File: config.mk
export PLATFORM = sky130hd
export DESIGN_NAME = serial_adder
export DESIGN_NICKNAME = d
export VERILOG_FILES = /design/src/rtl/serial_adder.sv
export SDC_FILE = /design/constraint.sdc
export NUM_CORES = 1
export LEC_CHECK = 0
export ABC_CLOCK_PERIOD_IN_PS = 2450
export CORE_ASPECT_RATIO = 2
export CORE_MARGIN = 10
export CORE_UTILIZATION = 47
export CTS_CLUSTER_DIAMETER = 80
export DETAILED_ROUTE_END_ITERATION = 12
export PLACE_DENSITY = 0.79
export SETUP_SLACK_MARGIN = 0.1
export SLEW_MARGIN = 10
export SYNTH_ARGS = -nofsm -noshare
export SYNTH_HDL_FRONTEND = slang
export SYNTH_SLANG_ARGS = --single-unit
File: constraint.sdc
create_clock -name clk -period 2.45 [get_ports clk]
set_input_delay 0.49 -clock clk [delete_from_list [all_inputs] [get_ports clk]]
set_output_delay 0.49 -clock clk [all_outputs]
set_load 0.01 [all_outputs]
File: src/rtl/serial_adder.sv
// Digit-serial adder: DIGIT bits per clock through a ripple chain, carry held in a
// flip-flop between cycles, framed by a start/busy/done handshake.
module serial_adder #(
    parameter int unsigned WIDTH = 16,
    parameter int unsigned DIGIT = 4
) (
    input  logic             clk,
    input  logic             rst_n,
    input  logic             start_i,
    input  logic [WIDTH-1:0] a_i,
    input  logic [WIDTH-1:0] b_i,
    input  logic             cin_i,
    output logic             busy_o,
    output logic             done_o,
    output logic [WIDTH-1:0] sum_o,
    output logic             cout_o,
    output logic             overflow_o
);

    localparam int unsigned N    = WIDTH / DIGIT;
    localparam int unsigned CntW = (N > 1) ? $clog2(N) : 1;
    localparam logic [CntW-1:0] LastCnt = CntW'(N - 1);

    if (WIDTH < 1 || DIGIT < 1 || DIGIT > WIDTH || (WIDTH % DIGIT) != 0) begin : g_bad_param
        $error("serial_adder: need 1 <= DIGIT <= WIDTH and WIDTH divisible by DIGIT");
    end

    typedef enum logic [1:0] {StIdle, StRun, StDone} state_e;

    state_e            state_q;
    logic [WIDTH-1:0]  a_q, b_q, psum_q, sum_q;
    logic              carry_q, busy_q, done_q, cout_q, overflow_q;
    logic [CntW-1:0]   cnt_q;

    logic [DIGIT-1:0]  digit_sum;
    logic              chain_cout, chain_msb_cin;
    logic [WIDTH-1:0]  psum_d;

    // Ripple chain over the low DIGIT operand bits; also exposes the carry into the top cell.
    always_comb begin
        logic c;
        digit_sum     = '0;
        chain_msb_cin = 1'b0;
        c             = carry_q;
        for (int i = 0; i < int'(DIGIT); i++) begin
            digit_sum[i] = a_q[i] ^ b_q[i] ^ c;
            if (i == int'(DIGIT) - 1) begin
                chain_msb_cin = c;
            end
            c = (a_q[i] & b_q[i]) | (c & (a_q[i] ^ b_q[i]));
        end
        chain_cout = c;
    end

    // New digit enters at the top; after N digits the LSB digit has reached bit 0.
    always_comb begin
        psum_d = (psum_q >> DIGIT) | (WIDTH'(digit_sum) << (WIDTH - DIGIT));
    end

    // Control FSM, datapath registers and registered outputs.
    always_ff @(posedge clk or negedge rst_n) begin
        if (!rst_n) begin
            state_q    <= StIdle;
            a_q        <= '0;
            b_q        <= '0;
            psum_q     <= '0;
            carry_q    <= 1'b0;
            cnt_q      <= '0;
            sum_q      <= '0;
            cout_q     <= 1'b0;
            overflow_q <= 1'b0;
            busy_q     <= 1'b0;
            done_q     <= 1'b0;
        end else begin
            case (state_q)
                StIdle, StDone: begin
                    done_q <= 1'b0;
                    if (start_i) begin
                        a_q     <= a_i;
                        b_q     <= b_i;
                        carry_q <= cin_i;
                        psum_q  <= '0;
                        cnt_q   <= '0;
                        busy_q  <= 1'b1;
                        state_q <= StRun;
                    end else begin
                        state_q <= StIdle;
                    end
                end
                StRun: begin
                    a_q     <= a_q >> DIGIT;
                    b_q     <= b_q >> DIGIT;
                    psum_q  <= psum_d;
                    carry_q <= chain_cout;
                    cnt_q   <= cnt_q + 1'b1;
                    if (cnt_q == LastCnt) begin
                        sum_q      <= psum_d;
                        cout_q     <= chain_cout;
                        overflow_q <= chain_msb_cin ^ chain_cout;
                        busy_q     <= 1'b0;
                        done_q     <= 1'b1;
                        state_q    <= StDone;
                    end
                end
                default: begin
                    busy_q  <= 1'b0;
                    done_q  <= 1'b0;
                    state_q <= StIdle;
                end
            endcase
        end
    end

    assign busy_o     = busy_q;
    assign done_o     = done_q;
    assign sum_o      = sum_q;
    assign cout_o     = cout_q;
    assign overflow_o = overflow_q;

endmodule

# == Yosys cells after proc, flatten, opt, wreduce, memory -nomap -nowiden ==
# Index checks and enable logic that the tools add are counted.
# classes
n_eq_ne,5
reduce_logical,6
muxes,18
add_sub_neg,1
bitwise,22
# op_table
op,n
$pmux W16 S2,3
$mux W16,3
$or A12 B16 Y16,1
$xor A1 B1 Y1,9
$and A1 B1 Y1,8
$pmux W2 S2,2
$mux W1,6
$reduce_and A2 Y1,3
$eq A2 B2 Y1 const B,2
$mux W2,2
$ne A2 B2 Y1 const B,2
$or A1 B1 Y1,4
$pmux W1 S2,2
$add A2 B1 Y2 const B,1
$eq A2 B1 Y1 const B,1
$logic_not A2 Y1,1
$reduce_bool A2 Y1,1
$reduce_or A2 Y1,1
# word_totals
wordCells,63
out_inout_bits,20
reg_bits,73

# == Logic depth before layout (Yosys ltp) ==
# Gate-level depths: netlist of the first run.
# depth
word_depth,10
mapped_depth,10

# == Worst setup path before layout of the first run ==
# OpenSTA, ideal clock, no wires.
# synth_path
kind,reg2reg
start,register a_q[0]
end,register sum_q[15] (netlist: sum_o[15])
path_buffers,0
period_less_slack_ns,2.293
path_stages_with_launch,10
setup_time_ns,0.125
setup_slack_ns,0.157
arrival_ns,2.168
cell_sequence,dfrtp_1 > inv_1 > fa_1 > inv_1 > fa_1 > inv_1 > fa_1 > inv_1 > fa_1 > mux2_2
# synth_via
elab_chain_len,9
word_cells_on_any_way,10
# synth_lines
element,line_no,rtl
start: declaration,31,"logic [WIDTH-1:0] a_q, b_q, psum_q, sum_q;"
start signal: assignment,79,a_q <= a_i;
start signal: assignment,91,a_q <= a_q >> DIGIT;
$xor A1 B1 Y1,50,c = (a_q[i] & b_q[i]) | (c & (a_q[i] ^ b_q[i]));
$and A1 B1 Y1,50,
$or A1 B1 Y1 *,50,
$and A1 B1 Y1 *,50,
$or A1 B1 Y1 *,50,
$and A1 B1 Y1 *,50,
$or A1 B1 Y1 *,50,
$xor A1 B1 Y1 *,46,digit_sum[i] = a_q[i] ^ b_q[i] ^ c;
named net digit_sum[3],35,logic [DIGIT-1:0] digit_sum;
$or A12 B16 Y16 *,57,psum_d = (psum_q >> DIGIT) | (WIDTH'(digit_sum) << (WIDTH - DIGIT));
end signal: assignment,97,sum_q <= psum_d;
end: declaration,31,
# The timed path passes the listed nets; every way through them passes the cells marked *.
# A chain may end at the register's enable or synchronous reset.

# == Worst setup path in the final report of the first run ==
# layout_path
start,register carry_q
end,register sum_q[15] (netlist: sum_o[15])
# layout_via
elab_chain_len,8
# layout_lines
element,line_no,rtl
start: declaration,32,"logic carry_q, busy_q, done_q, cout_q, overflow_q;"
start signal: assignment,81,carry_q <= cin_i;
start signal: assignment,94,carry_q <= chain_cout;
$and A1 B1 Y1,50,
$or A1 B1 Y1,50,
$and A1 B1 Y1,50,
$or A1 B1 Y1,50,
$and A1 B1 Y1,50,
$or A1 B1 Y1,50,
$xor A1 B1 Y1,46,
named net digit_sum[3],35,
$or A12 B16 Y16,57,
# The timed path passes the listed nets, and every way through them passes these cells.

==> results.tsv, run 1 <==
metric	value	unit
crit-path max FO	2	
slowest cell on the critical path	fa_1	
sequential share of power	36.6	%
root buffer cell	clkbuf_16	
max-cap viol count	0	
final WL	7008	microns
Pre-Repair DR Iteration Count	4	
# port buffers	55	
share of layout cells above drive strength 1	18.38	%
Hold Fails Final Rpt	0	
CP Capture Type	register	
required time worst endpoint	2670	ps
Cell Rows	41	
Int Power	3.591	mW
number of remaining DRC errors	0	
gpl congestion	0.8352	
fmax	428.3	MHz
Distinct cells, synth	28	
total congestion overflow	0	
Initial DRC Count	122	
via/cell ratio	5.440	
Startpoint Class	register	
slowest stage delay, CP	440	ps
setup TNS	0	ps
Pins Over Slew Limit	0	
initial antenna violation count	0	
switch share	34.89	%
fin util	62.62	%
yosys warns	0	
period utilization	95.31	%
Max-slew headroom	67.60	%
Final Power	5.515	mW
fillers	513	
static leakage power	1.736	nW
WP data arrival	2550	ps
DIE AREA	10280	sq um
Nets	358	
initial cell density of the core	48.19	%
FFs w/ async S/R, synth	100.0	%
vias in the first global route	2351	
top_reg_cell synth	dfrtp_1	
fin cells	407	
CTS Sinks	68	
post-synthesis instance total	256	
final setup violating endpoints	0	
Yosys reg bits	68	
Post-synth top cells	dfrtp_1 (68), mux2_2 (22), nor2_1 (20)	
worst slew pin tran	484.1	ps
Cells after DPL	387	
number of synthesized flops with an enable pin	0	
ANT cells	0	
die width	76.87	microns
first-pass GRT wire length	11630	microns
HP Class	input port to asynchronous set/reset pin	
FF-to-FF Start	carry_q$_DFFE_PN0P_	
Core ar.	6310	sq um
clock latency on the worst-skew pair	340	ps
power per cell area	1396	nW/um^2
worst hold slack	163.0	ps
hpwl dp	5042	microns
CTS tree	yes	
RSZ-0062 raised after global routing	yes	
syn_area_per_cell	11.88	sq um
clock period minus worst slack	2335	ps
count leader, synth	dfrtp_1	
cts bufs inserted	9	
Worst-path clk slew	50	ps
leading area contributor after synthesis	dfrtp_1	
DR vias	2214	
IO Pins	56	
ranking of synthesized cells by area	dfrtp_1 (56%), mux2_2 (8.1%), a22o_1 (4.9%)	
crit path cell chain	inv_2, fa_2, inv_2, fa_2, inv_2, fa_2, inv_2, fa_1, mux2_4	
critical path class	register to register	
maximum vdd drop	0.6815	mV
Syn Nets	297	
switching power	1.924	mW
Layout area overhead	29.96	%
Comb pwr share	43.4	%
status	completed	
Multi-input gate area	1181	sq um
hold_buf cts	0	
most frequent CP cell	inv_2	
Die Ht	133.7	microns
largest net degree at the start of global routing	69	
register area share after synthesis	55.97	%
Clock Tree Buf Depth	2	
H-tree Lvls	3	
gr usage total	14.46	%
Register Area	1702	sq um
skew final	6.755	ps
WL/cell	17.22	microns
Critical Path Start	carry_q$_DFFE_PN0P_	
final antenna-violating net count	0	
clock power share	20.0	%
mapped cell area	3040	sq um
share of the synthesized area in the top cell type	55.97	%
[registers in the layout (all words and copies together) (netlist names)]
name / count
a_q: 16
b_q: 16
busy_o: 1
carry_q: 1
cnt_q: 2
cout_o: 1
overflow_o: 1
psum_q: 12
state_q: 2
sum_o: 16
[kinds of logic (layout without fill, tap and decap cells)]
group	Yosys count	count (layout)	synth area share [%]
adder cells (fa/ha/maj)	5	5	3.045
flip-flops	68	68	55.97
multiplexers	31	31	11.11
AND/OR/NAND/NOR	60	60	10.16
XOR/XNOR	1	1	0.2881
AO/OA/AOI/OAI	63	63	13.87
buffers and inverters	28	93	5.555
[layer usage]
layer  global-route usage [%]  vias to the layer above  share of wire (%)
li1                         -                     1041                  -
met1                    14.29                     1112                 37
met2                    25.49                       44                 55
met3                    5.189                       17                5.0
met4                    7.692                        0                3.1
met5                        0                        -                  0
[final timing paths]
check	endpoint	slack (ps)	depth (start not counted)
max	sum_o[15]$_DFFE_PN0P_	110	9
min	sum_o[5]$_DFFE_PN0P_	160	2
min in group clk	overflow_o$_DFFE_PN0P_	480	2
max reg2reg	sum_o[15]$_DFFE_PN0P_	110	9
max in group asynchronous	b_q[14]$_DFFE_PN0P_	1990	2
min reg2reg	overflow_o$_DFFE_PN0P_	480	2
[per-stage QoR]
step / cell area (sq um) / setup WS [ps]
floorplan: 3040 / 156.9
global placement: 3651 / 98.81
detailed placement: 3651 / 44.23
CTS: 3920 / 124.5
global route: 3951 / 50.72
finish: 3951 / 115.0
[power groups by stage]
| stage | combinational, mW | sequential (mW) | clock [mW] |
|---|---|---|---|
| after detailed placement | 2.29 | 2.04 | 0 |
| after global routing | 2.65 | 2.09 | 1.18 |
| final | 2.39 | 2.02 | 1.10 |
| after global placement | 2.20 | 2.01 | 0 |
| after CTS | 2.35 | 2.02 | 1.13 |
| after floorplan | 1.58 | 1.97 | 0 |
[what timing repair did]
action                                  4_1_cts  5_1_grt
buffers inserted                              2        3
resized for setup                             1        7
gates cloned                                  0        0
endpoints found under the setup margin        2        2
pin swaps                                     0        3
[layout make-up]
type	count	area share, %
flip-flops and latches	68	43.07
multi-input cells	160	29.89
repair buffers	69	17.10
clock buffers	12	5.985
well taps	86	2.723
inverters	9	0.8550
clock inverters	3	0.3800
[placed cells by master, fill, tap and decap left out, types with 2 or more instances in the layout]
cell type,n
nor2_1,20
mux2i_1,9
buf_4,12
buf_12,2
inv_1,5
nand2b_1,3
inv_2,4
clkbuf_1,3
clkinv_2,3
a211oi_1,7
dfrtp_1,68
nor2b_1,7
o22ai_1,18
fa_2,3
mux2_2,21
a22o_1,17
nand3_1,3
o21ai_0,11
nor3_1,16
clkbuf_16,9
nand2_1,7
a21oi_1,9
clkdlybuf4s50_1,54
[critical path, delay by kind of cell, from the launching register on]
family | cells | cell delay, ps
fa+ha+maj | 4 | 1350
flops | 1 | 360
mux | 1 | 280
buf+inv | 4 | 220
No activity file was read; power rests on OpenSTA's default activity.
==> run 2, diff against run 1 <==
--- a/config.mk
+++ b/config.mk
@@ -12,6 +12,7 @@
 export CTS_CLUSTER_DIAMETER = 80
 export DETAILED_ROUTE_END_ITERATION = 12
 export PLACE_DENSITY = 0.79
+export REMOVE_ABC_BUFFERS = 1
 export SETUP_SLACK_MARGIN = 0.1
 export SLEW_MARGIN = 10
 export SYNTH_ARGS = -nofsm -noshare
==> run 2 against run 1 <==
Against the previous run:
- utilization grew 0.14 points
- clock skew shrank 1.3 ps
- count of clock-buffer cells in the layout grew 1
- combinational power is essentially flat
- fmax grew 0.80%
- total power grew 0.96%
- hold slack gained 63 ps
- via count grew 0.14%
- sequential power is essentially flat
==> results.tsv, run 2 (synthesis gave the netlist of run 1 again) <==
metric	value	unit
status	completed	
gpl congestion	0.8111	
IO Pins	56	
RSZ-0062 raised after global routing	yes	
vias in the first global route	2399	
CTS Sinks	68	
Core ar.	6310	sq um
root buffer cell	clkbuf_16	
cts bufs inserted	9	
Nets	360	
Pins Over Slew Limit	0	
final setup violating endpoints	0	
hpwl dp	5042	microns
initial cell density of the core	48.19	%
WL/cell	17.21	microns
skew final	5.497	ps
initial antenna violation count	0	
Pre-Repair DR Iteration Count	4	
Startpoint Class	register	
max-cap viol count	0	
final setup margin	133.6	ps
Worst-path clk slew	50	ps
total congestion overflow	0	
Clock Tree Buf Depth	2	
gr usage total	14.30	%
period utilization	94.55	%
Max-slew headroom	47.41	%
crit-path max FO	3	
Die Ht	133.7	microns
DP Area	3656	sq um
clock latency on the worst-skew pair	330	ps
commonest non-fill, non-tap cells in the layout	dfrtp_1 (68), clkdlybuf4s50_1 (54), mux2_2 (21)	
largest net degree at the start of global routing	36	
power per cell area	1406	nW/um^2
clock period minus worst slack	2316	ps
# port buffers	55	
CTS tree	yes	
DR vias	2217	
critical path class	register to register	
fin cells	409	
HP Class	input port to asynchronous set/reset pin	
worst slew pin tran	788.9	ps
Initial DRC Count	135	
die width	76.87	microns
Layout area overhead	30.25	%
WP data arrival	2520	ps
via/cell ratio	5.421	
hold_buf cts	0	
DIE AREA	10280	sq um
Final Cell Area	3960	sq um
first-pass GRT wire length	11680	microns
final WL	7040	microns
number of remaining DRC errors	0	
setup TNS	0	ps
ANT cells	0	
fmax	431.7	MHz
required time worst endpoint	2660	ps
Hold Fails Final Rpt	0	
most common cell after layout, fill and taps aside	dfrtp_1	
Cells after DPL	391	
pre-CTS setup slack	28.88	ps
CP Capture Type	register	
final antenna-violating net count	0	
maximum vdd drop	0.6195	mV
share of layout cells above drive strength 1	19.50	%
H-tree Lvls	3	
Cell Rows	41	
static leakage power	1.745	nW
==> run 2: changes by cell type in the layout (fill, tap and decap cells not counted), sizes merged <==
cell	change
clkinv	-1
buf	+2
clkbuf	+1
==> run 2: repair_timing <==
item,4_1_cts,5_1_grt
setup buffers,2,1
endpoints found under the setup margin,2,3
hold endpoints to repair,0,0
gates resized for setup,8,1
pin swaps,4,3
==> run 2: path summary, 6_finish.rpt <==
kind	start	endpoint	slack, ps	cells past startpoint
min in group clk	sum_o[14]$_DFFE_PN0P_	sum_o[14]$_DFFE_PN0P_	480	2
min	rst_n	b_q[15]$_DFFE_PN0P_	230	1
max reg2reg	b_q[0]$_DFFE_PN0P_	sum_o[15]$_DFFE_PN0P_	130	9
min reg2reg	sum_o[14]$_DFFE_PN0P_	sum_o[14]$_DFFE_PN0P_	480	2
max	b_q[0]$_DFFE_PN0P_	sum_o[15]$_DFFE_PN0P_	130	9
max in group asynchronous	rst_n	state_q[0]$_DFFE_PN0P_	1460	2
==> run 2: layer usage <==
metal	up-vias	track usage, %	share of wire (%)
met5	-	0	0
met4	0	8.212	2.5
met3	12	3.369	3.9
met2	53	26.34	56
met1	1103	13.98	38
li1	1049	-	-
==> run 2: final cells by class <==
| type | instances | area, sq um |
|---|---|---|
| Clock buffer | 13 | 260.3 |
| Clock inverter | 2 | 10.01 |
| Fill cell | 519 | 2350 |
| Inverter | 9 | 33.78 |
| Multi-Input combinational cell | 160 | 1181 |
| Sequential cell | 68 | 1702 |
| Tap cell | 86 | 107.6 |
| Timing Repair Buffer | 71 | 665.6 |
==> run 2: critical path, cell delays in order (launching register included) <==
cell and delay (ps):
dfrtp_1 360, inv_1 70, fa_2 350, inv_2 60
fa_2 190, inv_2 40, fa_2 340, inv_2 60
fa_1 430, mux2_4 290
==> run 2: per-stage QoR <==
stage	hold slack (ps)	utilization [%]	total power [mW]
floorplan	194.4	-	3.394
global placement	467.4	57.94	4.180
detailed placement	478.0	57.94	4.317
CTS	246.9	62.64	5.580
global route	295.3	62.76	5.961
finish	225.6	62.76	5.568
==> run 2: where the power goes <==
group | total, mW | internal, mW | switching, mW
Sequential | 2.02 | 1.65 | 0.376
Clock | 1.16 | 0.730 | 0.434
Combinational | 2.38 | 1.27 | 1.12
Total | 5.57 | 3.64 | 1.93
==> edit 1: new RTL, settings of run 1 <==
Set the parameter `WIDTH` to 32 (it was 16).
--- a/src/rtl/serial_adder.sv
+++ b/src/rtl/serial_adder.sv
@@ -3,3 +3,3 @@
 module serial_adder #(
-    parameter int unsigned WIDTH = 16,
+    parameter int unsigned WIDTH = 32,
     parameter int unsigned DIGIT = 4
Interface: changed (resized a_i, b_i and sum_o); port bits go from 56 to 104. No check against the original RTL was run, so the function may have changed too.
==> edit 1 against run 1 <==
The flow now finishes with violations (hold timing, setup timing). Synthesized area grew 120%. Worst setup slack lost 120 ps. Via count grew 110%. Wire length grew 130%. Critical endpoint is now psum_q[31]$_DFFE_PN0P_. Hold slack lost 170 ps. Highest routed layer unchanged. Total power grew 94%. Sequential cell count grew 65. Maximum frequency shrank 5.0%. Largest power group is now registers. Final area grew 110%.
==> edit 1: results (changes against run 1) <==
outcome finished, violations left; failing checks hold timing, setup timing; met2 wire length 8750 microns (+130%); max cap viols 0 (unchanged); Slew HR 0.605 (-0.0706); final setup vio count 1 (+1); vias in the first global route 5027 (+110%); VDD IR max 721 uV (+5.8%); hold_ws -6.06 ps (-169 ps); Max Clock Skew 8.81 ps (+2.05 ps); Worst-path clk slew 60 ps; synth unique cells 27 (-3.6%); first-iteration detailed-routing DRC count 142 (+16%); final setup margin -7.72 ps (-123 ps); Port Buffers 103 (+87%); Largest stage delay, worst path 400 ps (-40 ps); ys async rst share 1.00 (unchanged); leakage 3.49 nW (+100%); CTS buffer count 17 (+8); DR WL/cell 18.3 microns (+6.4%); sequential area share after synthesis 0.498 (-0.0614); DR vias 4751 (+110%); share of cells above drive strength 1 0.173 (-0.0108); Net count, final 743 (+110%); Final HPWL DP 11000 microns (+120%); diode count 0 (unchanged); all-layer global routing usage 0.164 (+0.0195); crit path DAT 2760 ps (+210 ps); Synthesized Nets 650 (+120%); Worst-Skew Late Latency 420 ps (+80 ps); placed cell count 836 (+120%); clk buf depth 2 (unchanged); Metal-1 WL 6070 microns (+140%); cell count after synthesis 576 (+130%); internal power 7.11 mW (+98%); synth top area cells dfrtp_1, mux2i_1, mux2_2, a211oi_1, nor2b_1; htree depth 4 (+1); Final Wtd Congestion 0.784 (-6.1%); Main synth FF type dfrtp_1; global-route wire length before repair 26100 microns (+120%); wire length on met3 658 microns (+89%); initial antenna violation count 0 (unchanged); total wire length 16000 microns (+130%); placed instance area 0.00782 sq mm (+110%); Fin. Hold Viols 3 (+3); CP max FO 2 (unchanged); Commonest cells post-synth dfrtp_1, mux2i_1, nor2b_1, a211oi_1, a21oi_1; largest net degree at the start of global routing 77 (+12%)
==> edit 1: layer usage <==
layer,global-route usage,vias to the layer above
met5,0,-
met3,0.0441,32
met4,0.0737,0
li1,-,2253
met2,0.296,111
met1,0.172,2355
==> edit 1: logic make-up after synthesis <==
logic type / after synthesis / share of synthesized area
AO/OA/AOI/OAI: 157 / 0.149
flip-flops: 133 / 0.498
multiplexers: 118 / 0.194
AND/OR/NAND/NOR: 103 / 0.0884
buffers and inverters: 58 / 0.0526
adder cells (fa/ha/maj): 6 / 0.0157
XOR/XNOR: 1 / 0.00131
==> edit 1: area by class of cell <==
type,instances,area [sq um]
Fill cell,1152,5430
Sequential cell,133,3340
Multi-Input combinational cell,385,3010
Timing Repair Buffer,122,1230
Clock buffer,20,457
Tap cell,189,236
Clock inverter,12,153
Inverter,10,37.5
==> edit 1: through the flow <==
stage	setup TNS (ps)	util	hold slack [ps]	setup WS [ps]
floorplan	0	-	194	53.2
global placement	0	0.563	441	20.5
detailed placement	-16.2	0.563	447	-16.2
CTS	-1.85	0.608	0.411	-1.85
global route	-156	0.609	5.95	-105
finish	-7.72	0.609	-6.06	-7.72
==> edit 1: power by group through the flow <==
| stage | Sequential (mW) | Clock, mW | Combinational (mW) |
|---|---|---|---|
| floorplan | 3.86 | 0 | 2.75 |
| global placement | 4.09 | 0 | 3.71 |
| detailed placement | 4.16 | 0 | 3.89 |
| CTS | 4.14 | 2.65 | 3.97 |
| global route | 4.28 | 2.76 | 4.36 |
| finish | 4.13 | 2.62 | 3.95 |
==> edit 1: timing repair <==
| item | in CTS | in global routing |
|---|---|---|
| pin swaps | 1 | 0 |
| hold buffers | 0 | 0 |
| endpoints found under the setup margin | 1 | 3 |
| resized for setup | 0 | 7 |
| setup buffers | 2 | 1 |
==> edit 1: worst paths after layout <==
check                                 startpoint                     end  cells past startpoint
max in group asynchronous                  rst_n      a_q[9]$_DFFE_PN0P_                      2
setup reg to reg              a_q[0]$_DFFE_PN0P_  psum_q[31]$_DFFE_PN0P_                     10
hold / removal                             rst_n   sum_o[20]$_DFFE_PN0P_                      1
hold reg to reg            sum_o[30]$_DFFE_PN0P_   sum_o[30]$_DFFE_PN0P_                      2
min in group clk           sum_o[30]$_DFFE_PN0P_   sum_o[30]$_DFFE_PN0P_                      2
setup / recovery              a_q[0]$_DFFE_PN0P_  psum_q[31]$_DFFE_PN0P_                     10
==> edit 2: new RTL, config.mk and constraints of run 1 <==
Made on the original files. Re-encode `state_e` (3 states) as one-hot, 3 bits wide.
--- a/src/rtl/serial_adder.sv
+++ b/src/rtl/serial_adder.sv
@@ -27,3 +27,3 @@
 
-    typedef enum logic [1:0] {StIdle, StRun, StDone} state_e;
+    typedef enum logic [2:0] {StIdle = 3'b001, StRun = 3'b010, StDone = 3'b100} state_e;
 
Check against the original RTL: same outputs for any inputs over 10 cycles, from zero or initial values and one cycle with rst_n low; not proved beyond that.
==> edit 2 against run 1 <==
Non-clock buffer count shrank 3. Highest routed layer unchanged. Wire length rose by 5.4%. Worst setup slack better by 4.4 ps. Total power fell by 9.8%. Synthesized area rose by 2.8%. Global-route usage grew 0.45 points. Critical path depth unchanged. Final area grew 1.9%. Maximum frequency rose by 0.19%. Sequential cell count up 1. Count of clock-buffer cells in the layout is 2 higher. Largest cell class unchanged. Critical path type unchanged. Sequential power shrank 5%.
==> edit 2: results (changes against run 1) <==
outcome finished, final reports clean; DR WL/cell 16.4 microns (-4.6%); htree depth 3 (unchanged); Max Clock Skew 4.25 ps (-2.50 ps); Final Wtd Congestion 0.817 (-2.2%); CP max FO 2 (unchanged); reg2reg setup slack 120 ps; share of cells above drive strength 1 0.141 (-0.0429); Worst-path clk slew 50 ps (about the same); all-layer global routing usage 0.149 (+0.00453); sequential area share after synthesis 0.553 (-0.00661); synth top area cells dfrtp_1, nand3_1, nand2_1, o211ai_1, mux2_2; Slew HR 0.524 (-0.152); Net count, final 399 (+11%); vias per inst 5.44 (about the same); VDD IR max 503 uV (-26%); global-route wire length before repair 12600 microns (+8.1%); Commonest cells post-synth dfrtp_1, nand2_1, nand3_1, o211ai_1, o21ai_0; largest net degree at the start of global routing 70 (+1.4%); leakage 1.74 nW (about the same); crit path DAT 2540 ps (about the same); clk buf depth 2 (unchanged); hold_ws 164 ps (+1.23 ps); placed instance area 0.00373 sq mm (+2.2%); Final HPWL DP 5180 microns (+2.8%); HP Class primary input to asynchronous set/reset pin; Main synth FF type dfrtp_1; vias in the first global route 2629 (+12%); reg2reg end sum_o[15]$_DFFE_PN0P_; Synthesized Nets 348 (+17%); first-iteration detailed-routing DRC count 152 (+25%); FF-to-FF Start a_q[0]$_DFFE_PN0P_; Port Buffers 55 (unchanged)
[edit 2: worst register-to-register path: cells and delay by family (launching register included)]
family,cells,cell delay (ps)
mux,1,280
buf+inv,4,230
fa+ha+maj,4,1340
flops,1,370
[edit 2: how the worst max path moves through the flow]
stage / startpoint / to / slack (ps) / cells after the start
detailed placement: a_q[0]$_DFFE_PN0P_ / sum_o[15]$_DFFE_PN0P_ / 50 / 9
global route: a_q[0]$_DFFE_PN0P_ / sum_o[15]$_DFFE_PN0P_ / 40 / 9
finish: a_q[0]$_DFFE_PN0P_ / sum_o[15]$_DFFE_PN0P_ / 120 / 9
floorplan: a_q[0]$_DFFE_PN0P_ / sum_o[15]$_DFFE_PN0P_ / 170 / 9
CTS: a_q[0]$_DFFE_PN0P_ / sum_o[15]$_DFFE_PN0P_ / 100 / 9
global placement: a_q[0]$_DFFE_PN0P_ / sum_o[15]$_DFFE_PN0P_ / 120 / 9
[edit 2: layout make-up]
type                       instances  area, sq um
tap                               88          110
multi-input combinational        203         1240
timing repair buffer              66          641
fill                             545         2540
clock buffer                      14          274
sequential                        69         1730
inverter                           9         33.8
clock inverter                     1         5.00
[edit 2: power breakdown]
part | internal [mW] | switching (mW) | total (mW)
Combinational | 0.879 | 0.976 | 1.85
Clock | 0.760 | 0.440 | 1.20
Sequential | 1.62 | 0.298 | 1.92
Total | 3.26 | 1.71 | 4.97
[edit 2: cell families after synthesis]
| family | Yosys count | synth area share |
|---|---|---|
| muxes | 15 | 0.0541 |
| adders and majority gates | 5 | 0.0296 |
| buffers and inverters | 35 | 0.0565 |
| DFF | 69 | 0.553 |
| xor gates and xnor gates | 3 | 0.0132 |
| and+or+nand+nor | 126 | 0.185 |
| AOI/OAI and AO/OA | 54 | 0.109 |
[edit 2: timing repair]
action                     CTS  global route
gates resized for setup      1             5
buffers inserted             0             1
setup endpoints to repair    1             2
pin swaps                    0             2
[edit 2: stage by stage]
stage               setup WS (ps)  instances
floorplan                     171        307
global placement              122        434
detailed placement           45.2        434
CTS                           100        449
global route                 43.1        450
finish                        119        450
[edit 2: metal layers]
layer,wire length [microns],track usage
met1,2780,0.152
met4,299,0.0918
met3,359,0.0399
met5,0,0
met2,3950,0.262
